==> config.mk <==
export PLATFORM = sky130hd
export DESIGN_NAME = bus_fabric_flat
export DESIGN_NICKNAME = d
export VERILOG_FILES = /design/src/rtl/bus_fabric_if.sv /design/src/rtl/bus_fabric.sv /design/src/flat_wrapper.sv
export SDC_FILE = /design/constraint.sdc
export NUM_CORES = 1
export LEC_CHECK = 0
export ABC_AREA = 1
export CORE_AREA = 2 2 192 194
export DETAILED_ROUTE_END_ITERATION = 6
export DIE_AREA = 0 0 194 196
export SLEW_MARGIN = 5
export SYNTH_ARGS = -nofsm -noshare
export SYNTH_HDL_FRONTEND = slang
export SYNTH_SLANG_ARGS = --single-unit
==> constraint.sdc <==
create_clock -name clk_i -period 3.9 [get_ports clk_i]
set_input_delay 0.78 -clock clk_i [delete_from_list [all_inputs] [get_ports clk_i]]
set_output_delay 0.78 -clock clk_i [all_outputs]
set_load 0.005 [all_outputs]
==> src/rtl/bus_fabric_if.sv <==
// Master-side data bus of the fabric: OBI-style request/grant plus a registered response.
interface bus_fabric_if;
   logic        data_req;
   logic        data_we;
   logic [3:0]  data_be;
   logic [31:0] data_addr;
   logic [31:0] data_wdata;
   logic        data_gnt;
   logic        data_rvalid;
   logic [31:0] data_rdata;
   logic        data_err;

   modport master (
      output data_req, data_we, data_be, data_addr, data_wdata,
      input  data_gnt, data_rvalid, data_rdata, data_err
   );

   modport slave (
      input  data_req, data_we, data_be, data_addr, data_wdata,
      output data_gnt, data_rvalid, data_rdata, data_err
   );
endinterface

==> src/rtl/bus_fabric.sv <==
// Single-master to N_SLV-slave data-bus fabric with one outstanding transaction,
// wait-state pass-through, unmapped/timeout error responses and error logging.
module bus_fabric #(
   parameter int unsigned N_SLV    = 8,
   parameter int unsigned SEL_LSB  = 13,
   parameter int unsigned SEL_W    = 4,
   parameter int unsigned TIMEOUT  = 255,
   parameter logic [31:0] ERR_DATA = 32'hDEAD_BEEF
) (
   input  logic                  clk_i,
   input  logic                  rst_i,
   bus_fabric_if.slave           data,
   output logic [N_SLV-1:0]      s_req_o,
   output logic                  s_we_o,
   output logic [3:0]            s_be_o,
   output logic [31:0]           s_addr_o,
   output logic [31:0]           s_wdata_o,
   input  logic [N_SLV-1:0]      s_gnt_i,
   input  logic [N_SLV-1:0]      s_rvalid_i,
   input  logic [32*N_SLV-1:0]   s_rdata_i,
   output logic [31:0]           err_addr_o,
   output logic [7:0]            err_cnt_o,
   output logic                  err_irq_o
);
   localparam int unsigned TW = (TIMEOUT > 1) ? $clog2(TIMEOUT) : 1;

   typedef enum logic {IDLE, BUSY} state_t;

   state_t            state;
   logic [SEL_W-1:0]  sel;
   logic [SEL_W-1:0]  cur;
   logic [31:0]       addr_q;
   logic [TW-1:0]     timer;
   logic              mapped;
   logic              gnt_sel;
   logic              rvalid_cur;
   logic [31:0]       rdata_cur;
   logic              handshake;
   logic              timer_exp;

   assign sel    = data.data_addr[SEL_LSB +: SEL_W];
   assign mapped = (32'(sel) < N_SLV);

   assign s_we_o    = data.data_we;
   assign s_be_o    = data.data_be;
   assign s_addr_o  = data.data_addr;
   assign s_wdata_o = data.data_wdata;

   // Slave selection by loop keeps indexing in range when sel is unmapped.
   always_comb begin
      s_req_o    = '0;
      gnt_sel    = 1'b0;
      rvalid_cur = 1'b0;
      rdata_cur  = '0;
      for (int unsigned k = 0; k < N_SLV; k++) begin
         if (sel == SEL_W'(k)) begin
            s_req_o[k] = (state == IDLE) && data.data_req;
            gnt_sel    = s_gnt_i[k];
         end
         if (cur == SEL_W'(k)) begin
            rvalid_cur = s_rvalid_i[k];
            rdata_cur  = s_rdata_i[32*k +: 32];
         end
      end
   end

   assign data.data_gnt = (state == IDLE) && (mapped ? gnt_sel : data.data_req);
   assign handshake     = data.data_req && data.data_gnt;
   assign timer_exp     = (TIMEOUT != 0) && (timer == TW'(TIMEOUT - 1));

   always_ff @(posedge clk_i or posedge rst_i) begin
      if (rst_i) begin
         state            <= IDLE;
         cur              <= '0;
         addr_q           <= '0;
         timer            <= '0;
         data.data_rvalid <= 1'b0;
         data.data_rdata  <= '0;
         data.data_err    <= 1'b0;
         err_addr_o       <= '0;
         err_cnt_o        <= '0;
         err_irq_o        <= 1'b0;
      end else begin
         data.data_rvalid <= 1'b0;
         err_irq_o        <= 1'b0;
         case (state)
            IDLE: begin
               if (handshake) begin
                  if (mapped) begin
                     cur    <= sel;
                     addr_q <= data.data_addr;
                     timer  <= '0;
                     state  <= BUSY;
                  end else begin
                     data.data_rvalid <= 1'b1;
                     data.data_err    <= 1'b1;
                     data.data_rdata  <= ERR_DATA;
                     err_addr_o       <= data.data_addr;
                     err_irq_o        <= 1'b1;
                     if (err_cnt_o != 8'hFF) err_cnt_o <= err_cnt_o + 8'd1;
                  end
               end
            end
            BUSY: begin
               // Slave response takes priority over a timeout expiring in the same cycle.
               if (rvalid_cur) begin
                  data.data_rvalid <= 1'b1;
                  data.data_err    <= 1'b0;
                  data.data_rdata  <= rdata_cur;
                  state            <= IDLE;
               end else if (timer_exp) begin
                  data.data_rvalid <= 1'b1;
                  data.data_err    <= 1'b1;
                  data.data_rdata  <= ERR_DATA;
                  err_addr_o       <= addr_q;
                  err_irq_o        <= 1'b1;
                  if (err_cnt_o != 8'hFF) err_cnt_o <= err_cnt_o + 8'd1;
                  state            <= IDLE;
               end else begin
                  timer <= timer + TW'(1);
               end
            end
            default: state <= IDLE;
         endcase
      end
   end
endmodule

==> src/flat_wrapper.sv <==
// flat-port wrapper written by rule: the top's interface ports become plain ports
module bus_fabric_flat 
#(
   parameter int unsigned N_SLV    = 8,
   parameter int unsigned SEL_LSB  = 13,
   parameter int unsigned SEL_W    = 4,
   parameter int unsigned TIMEOUT  = 255,
   parameter logic [31:0] ERR_DATA = 32'hDEAD_BEEF
)
  (clk_i, rst_i, s_req_o, s_we_o, s_be_o, s_addr_o, s_wdata_o, s_gnt_i, s_rvalid_i, s_rdata_i, err_addr_o, err_cnt_o, err_irq_o, data_data_req, data_data_we, data_data_be, data_data_addr, data_data_wdata, data_data_gnt, data_data_rvalid, data_data_rdata, data_data_err);
  bus_fabric_if data_i ();
  input  logic clk_i;
  input  logic rst_i;
  output logic [N_SLV-1:0] s_req_o;
  output logic s_we_o;
  output logic [3:0] s_be_o;
  output logic [31:0] s_addr_o;
  output logic [31:0] s_wdata_o;
  input  logic [N_SLV-1:0] s_gnt_i;
  input  logic [N_SLV-1:0] s_rvalid_i;
  input  logic [32*N_SLV-1:0] s_rdata_i;
  output logic [31:0] err_addr_o;
  output logic [7:0] err_cnt_o;
  output logic err_irq_o;
  input wire logic [$bits(data_i.data_req)-1:0] data_data_req;
  input wire logic [$bits(data_i.data_we)-1:0] data_data_we;
  input wire logic [$bits(data_i.data_be)-1:0] data_data_be;
  input wire logic [$bits(data_i.data_addr)-1:0] data_data_addr;
  input wire logic [$bits(data_i.data_wdata)-1:0] data_data_wdata;
  output wire logic [$bits(data_i.data_gnt)-1:0] data_data_gnt;
  output wire logic [$bits(data_i.data_rvalid)-1:0] data_data_rvalid;
  output wire logic [$bits(data_i.data_rdata)-1:0] data_data_rdata;
  output wire logic [$bits(data_i.data_err)-1:0] data_data_err;
  assign data_i.data_req = data_data_req;
  assign data_i.data_we = data_data_we;
  assign data_i.data_be = data_data_be;
  assign data_i.data_addr = data_data_addr;
  assign data_i.data_wdata = data_data_wdata;
  assign data_data_gnt = data_i.data_gnt;
  assign data_data_rvalid = data_i.data_rvalid;
  assign data_data_rdata = data_i.data_rdata;
  assign data_data_err = data_i.data_err;
  bus_fabric #(.N_SLV(N_SLV), .SEL_LSB(SEL_LSB), .SEL_W(SEL_W), .TIMEOUT(TIMEOUT), .ERR_DATA(ERR_DATA)) u_core (.clk_i(clk_i), .rst_i(rst_i), .data(data_i), .s_req_o(s_req_o), .s_we_o(s_we_o), .s_be_o(s_be_o), .s_addr_o(s_addr_o), .s_wdata_o(s_wdata_o), .s_gnt_i(s_gnt_i), .s_rvalid_i(s_rvalid_i), .s_rdata_i(s_rdata_i), .err_addr_o(err_addr_o), .err_cnt_o(err_cnt_o), .err_irq_o(err_irq_o));
endmodule
==> metrics.txt, run 1 <==
# TYPE chip_impl_metric gauge
chip_impl_info{name="timing.hold.worst.start",value="u_core.err_addr_o[24]"} 1
chip_impl_info{name="cts_root_buffer",value="sky130_fd_sc_hd__clkbuf_16"} 1
chip_impl_metric{name="first_pass_grt_wire_length",unit="mm"} 59.2
chip_impl_metric{name="pin_count_of_the_biggest_net_entering_global_routing",unit=""} 60
chip_impl_metric{name="number_of_antenna_violations_at_the_first_check_in_global_routing",unit=""} 4
chip_impl_info{name="critical_path.startpoint",value="data_data_addr[16]"} 1
chip_impl_metric{name="async_s_r_ff_share_synth",unit="%"} 100
chip_impl_info{name="mostFrequentLayoutCells",value="421 x sky130_fd_sc_hd__clkdlybuf4s50_1, 370 x sky130_fd_sc_hd__nand2_1, 225 x sky130_fd_sc_hd__nand3_1"} 1
chip_impl_metric{name="drcViolationCount",unit=""} 0
chip_impl_metric{name="num-nets-final",unit=""} 1916
chip_impl_metric{name="tritoncts_num_sinks",unit=""} 116
chip_impl_metric{name="ys_seq_elements",unit=""} 116
chip_impl_metric{name="relSlewSlack",unit="%"} 49.6
chip_impl_metric{name="design.die.area",unit="sq um"} 38000
chip_impl_metric{name="met1_wl",unit="mm"} 16.9
chip_impl_metric{name="dp_hpwl",unit="mm"} 31.8
chip_impl_metric{name="start_util",unit="%"} 22.7
chip_impl_metric{name="cap_violations",unit=""} 0
chip_impl_metric{name="dr_wl_met2",unit="mm"} 19.7
chip_impl_metric{name="overflow",unit=""} 0
chip_impl_metric{name="fillers",unit=""} 3874
chip_impl_metric{name="gp_congestion",unit=""} 0.951
chip_impl_metric{name="die_width",unit="um"} 194
chip_impl_metric{name="worst-endpoint-arrival",unit="ns"} 2.96
chip_impl_metric{name="wl_met3",unit="mm"} 2.86
chip_impl_metric{name="clock_path_buffers",unit=""} 2
chip_impl_metric{name="hold_violations",unit=""} 0
chip_impl_metric{name="clock_insertion_delay_worst_skew",unit="ns"} 0.43
chip_impl_metric{name="die_height",unit="um"} 196
chip_impl_metric{name="dpl.cell_count",unit=""} 2018
chip_impl_metric{name="timing.fmax",unit="GHz"} 0.268
chip_impl_metric{name="preCtsSetupSlack",unit="ns"} 0.149
chip_impl_metric{name="ff2ff_path_depth",unit=""} 11
chip_impl_metric{name="yosys_warn_count",unit=""} 0
chip_impl_metric{name="htreeDepth",unit=""} 4
chip_impl_metric{name="slew_violations",unit=""} 0
chip_impl_metric{name="synth_cells",unit=""} 1247
chip_impl_metric{name="critical_path.max_fanout",unit=""} 7
chip_impl_info{name="critical_path_class",value="in -> out"} 1
chip_impl_metric{name="drive_gt1_share",unit="%"} 4.87
chip_impl_metric{name="gr-usage-all-layers",unit="%"} 20.8
chip_impl_info{name="cts_tree",value="done"} 1
chip_impl_metric{name="final_min_period_over_clock_period",unit="%"} 95.8
chip_impl_metric{name="detail_route.iter0.violations",unit=""} 492
chip_impl_info{name="layout.cells.most_common",value="sky130_fd_sc_hd__clkdlybuf4s50_1"} 1
chip_impl_metric{name="antenna_violation_net_count_after_detailed_routing",unit=""} 0
chip_impl_metric{name="seq_total_area_yosys",unit="%"} 35.5
chip_impl_info{name="worst_setup_path_start_kind",value="input pin"} 1
chip_impl_metric{name="firstDrtPassIters",unit=""} 5
chip_impl_metric{name="min_period",unit="ns"} 3.74
chip_impl_metric{name="post_drt_via_cell_ratio",unit=""} 4.59
chip_impl_metric{name="vdd_ir_drop_max",unit="uV"} 288
chip_impl_info{name="min_path_type",value="reg -> reg"} 1
chip_impl_metric{name="postCtsHoldBufs",unit=""} 0
chip_impl_info{name="timing.critical_path.to_type",value="output port"} 1
chip_impl_metric{name="worst_pin_slew",unit="ns"} 0.756
chip_impl_metric{name="holdPathStages",unit=""} 2
chip_impl_metric{name="final_area",unit="sq um"} 12900
chip_impl_metric{name="postLayoutSetupSlackWorst",unit="ns"} 0.164
chip_impl_metric{name="synth_nets",unit=""} 1594
chip_impl_metric{name="totalWireLength",unit="mm"} 40.3
chip_impl_metric{name="placeableCoreArea",unit="sq um"} 36100
chip_impl_metric{name="vias",unit=""} 9409
chip_impl_metric{name="rows",unit=""} 70
chip_impl_metric{name="synth_cell_types",unit=""} 32
chip_impl_metric{name="cellLeakagePower",unit="nW"} 5.85
chip_impl_metric{name="detailed_place.area",unit="sq um"} 12300
chip_impl_metric{name="worstPathRequired",unit="ns"} 3.12
chip_impl_metric{name="cellPowerDensity",unit="nW/um^2"} 619
chip_impl_metric{name="pin_count",unit=""} 497
chip_impl_metric{name="clock_buffer_count_from_cts",unit=""} 17
chip_impl_info{name="outcome",value="complete, no violations"} 1
chip_impl_metric{name="avgSynthCellArea",unit="sq um"} 6.56
chip_impl_metric{name="buffer_ports.inserted",unit=""} 422
chip_impl_metric{name="final.setup_skew",unit="ns"} 0.0114
chip_impl_metric{name="post-layout-total-power",unit="mW"} 7.99
chip_impl_info{name="postSynth.topFlopCell",value="sky130_fd_sc_hd__dfrtp_1"} 1
chip_impl_metric{name="finish.cell_count_without_fillers",unit=""} 2052
chip_impl_metric{name="finalSetupViolations",unit=""} 0
chip_impl_metric{name="first_global_vias",unit=""} 9133
chip_impl_info{name="rr_startpoint",value="u_core.addr_q[14]"} 1
chip_impl_metric{name="wl_per_cell",unit="um"} 19.6
chip_impl_metric{name="postLayoutCoreUtil",unit="%"} 35.8
chip_impl_info{name="highest-signal-layer",value="met4"} 1
chip_impl_metric{name="synth.cell_area",unit="sq um"} 8190
chip_impl_metric{name="clk_pin_slew",unit="ns"} 0.06
chip_impl_metric{name="flow.area_growth_from_synthesis",unit="%"} 57.6
chip_impl_metric{name="number_of_flops_mapped_to_enable_cells_by_yosys",unit=""} 0
[sequential cells by signal (all words and copies together), names as in the netlist]
register                 count
u_core.err_cnt_o             8
u_core.state                 1
u_core.addr_q               32
u_core.err_irq_o             1
u_core.err_addr_o           32
u_core.data.data_rdata      32
u_core.data.data_err         1
u_core.timer                 8
u_core.data.data_rvalid      1
[timing repair]
| action | CTS | global route |
|---|---|---|
| buffers inserted | 0 | 0 |
| setup endpoints to repair | 0 | 1 |
| resized for setup | 0 | 5 |
[cells by family (layout without fill, tap and decap cells)]
logic type,count (synthesis),after routing,synth area share (%)
AOI/OAI and AO/OA,89,89,5.50
xor gates and xnor gates,12,12,1.28
adders and majority gates,3,3,0.459
buffers and inverters,248,583,15.9
DFF,116,116,35.5
other,0,2,0
and+or+nand+nor,779,779,41.4
[final timing paths]
check | endpoint | slack (ns)
worst max-delay path | data_data_gnt | 0.16
worst min-delay path | u_core.err_addr_o[24] | 0.47
worst max register to register | u_core.err_addr_o[20] | 0.86
worst min register to register | u_core.err_addr_o[24] | 0.47
max in group asynchronous | u_core.err_addr_o[14] | 2.23
min in group asynchronous | u_core.err_addr_o[19] | 0.85
[cell type report]
type                            instances  area (sq um)  share of cell area [%]
Antenna cell                            2          5.00                  0.0388
Clock buffer                           21           460                    3.57
Clock inverter                         11           126                   0.980
Inverter                              109           415                    3.22
Multi-Input combinational cell        883          4000                    31.0
Sequential cell                       116          2910                    22.5
Tap cell                              468           586                    4.54
Timing Repair Buffer                  442          4400                    34.1
[critical path, cell delays in order]
cell,delay (ns)
sky130_fd_sc_hd__clkdlybuf4s50_1,0.60
sky130_fd_sc_hd__nor2_4,0.24
sky130_fd_sc_hd__nand3_1,0.14
sky130_fd_sc_hd__o21ai_1,0.17
sky130_fd_sc_hd__inv_1,0.05
sky130_fd_sc_hd__nand2_1,0.06
sky130_fd_sc_hd__nand2_1,0.05
sky130_fd_sc_hd__nand4_1,0.12
sky130_fd_sc_hd__o21ai_0,0.13
sky130_fd_sc_hd__inv_1,0.09
sky130_fd_sc_hd__clkdlybuf4s50_1,0.52
[synth_stat cells (all sizes together), types with 2 or more instances]
cell type	count	share of area, %
buf	113	9.7
or2	4	0.31
nor2	128	6.1
clkinv	2	0.092
nor3	4	0.24
inv	107	4.9
nand3	226	14
xnor2	5	0.53
nand4	39	3.1
ha	3	0.46
xor2	7	0.75
o21ai	78	4.8
nand2	376	18
nor4	2	0.15
clkbuf	26	1.2
dfrtp	116	35
a21oi	9	0.55
[routing by layer]
layer	vias up	global-route usage (%)
li1	4578	-
met1	4418	25.4
met2	381	35.9
met3	32	5.84
met4	0	5.39
met5	-	0
[power by group]
group	total [mW]	internal, mW	switching, mW
Clock	1.57	0.976	0.599
Sequential	2.09	1.71	0.380
Combinational	4.32	1.74	2.58
Total	7.99	4.43	3.56
[stage by stage]
| step | setup TNS (ns) | hold slack [ns] |
|---|---|---|
| 2_1_floorplan | 0 | 0.453 |
| 3_3_place_gp | 0 | 0.453 |
| 3_5_place_dp | 0 | 0.459 |
| 4_1_cts | 0 | 0.473 |
| 5_1_grt | -0.0137 | 0.481 |
| 6_report | 0 | 0.472 |
(Power assumes the default switching activity.)
==> run 2, diff against run 1 <==
--- a/config.mk
+++ b/config.mk
@@ -6,6 +6,7 @@
 export NUM_CORES = 1
 export LEC_CHECK = 0
 export ABC_AREA = 1
+export CAP_MARGIN = 30
 export CORE_AREA = 2 2 192 194
 export DETAILED_ROUTE_END_ITERATION = 6
 export DIE_AREA = 0 0 194 196
==> results of run 2 <==
No change in the layout: final DEF, timing and power equal those of run 1.
==> run 3, diff against run 2 <==
--- a/config.mk
+++ b/config.mk
@@ -8,6 +8,7 @@
 export ABC_AREA = 1
 export CAP_MARGIN = 30
 export CORE_AREA = 2 2 192 194
+export CTS_CLUSTER_DIAMETER = 40
 export DETAILED_ROUTE_END_ITERATION = 6
 export DIE_AREA = 0 0 194 196
 export SLEW_MARGIN = 5
==> results of run 3 <==
No change in the layout: final DEF, timing and power equal those of run 1.
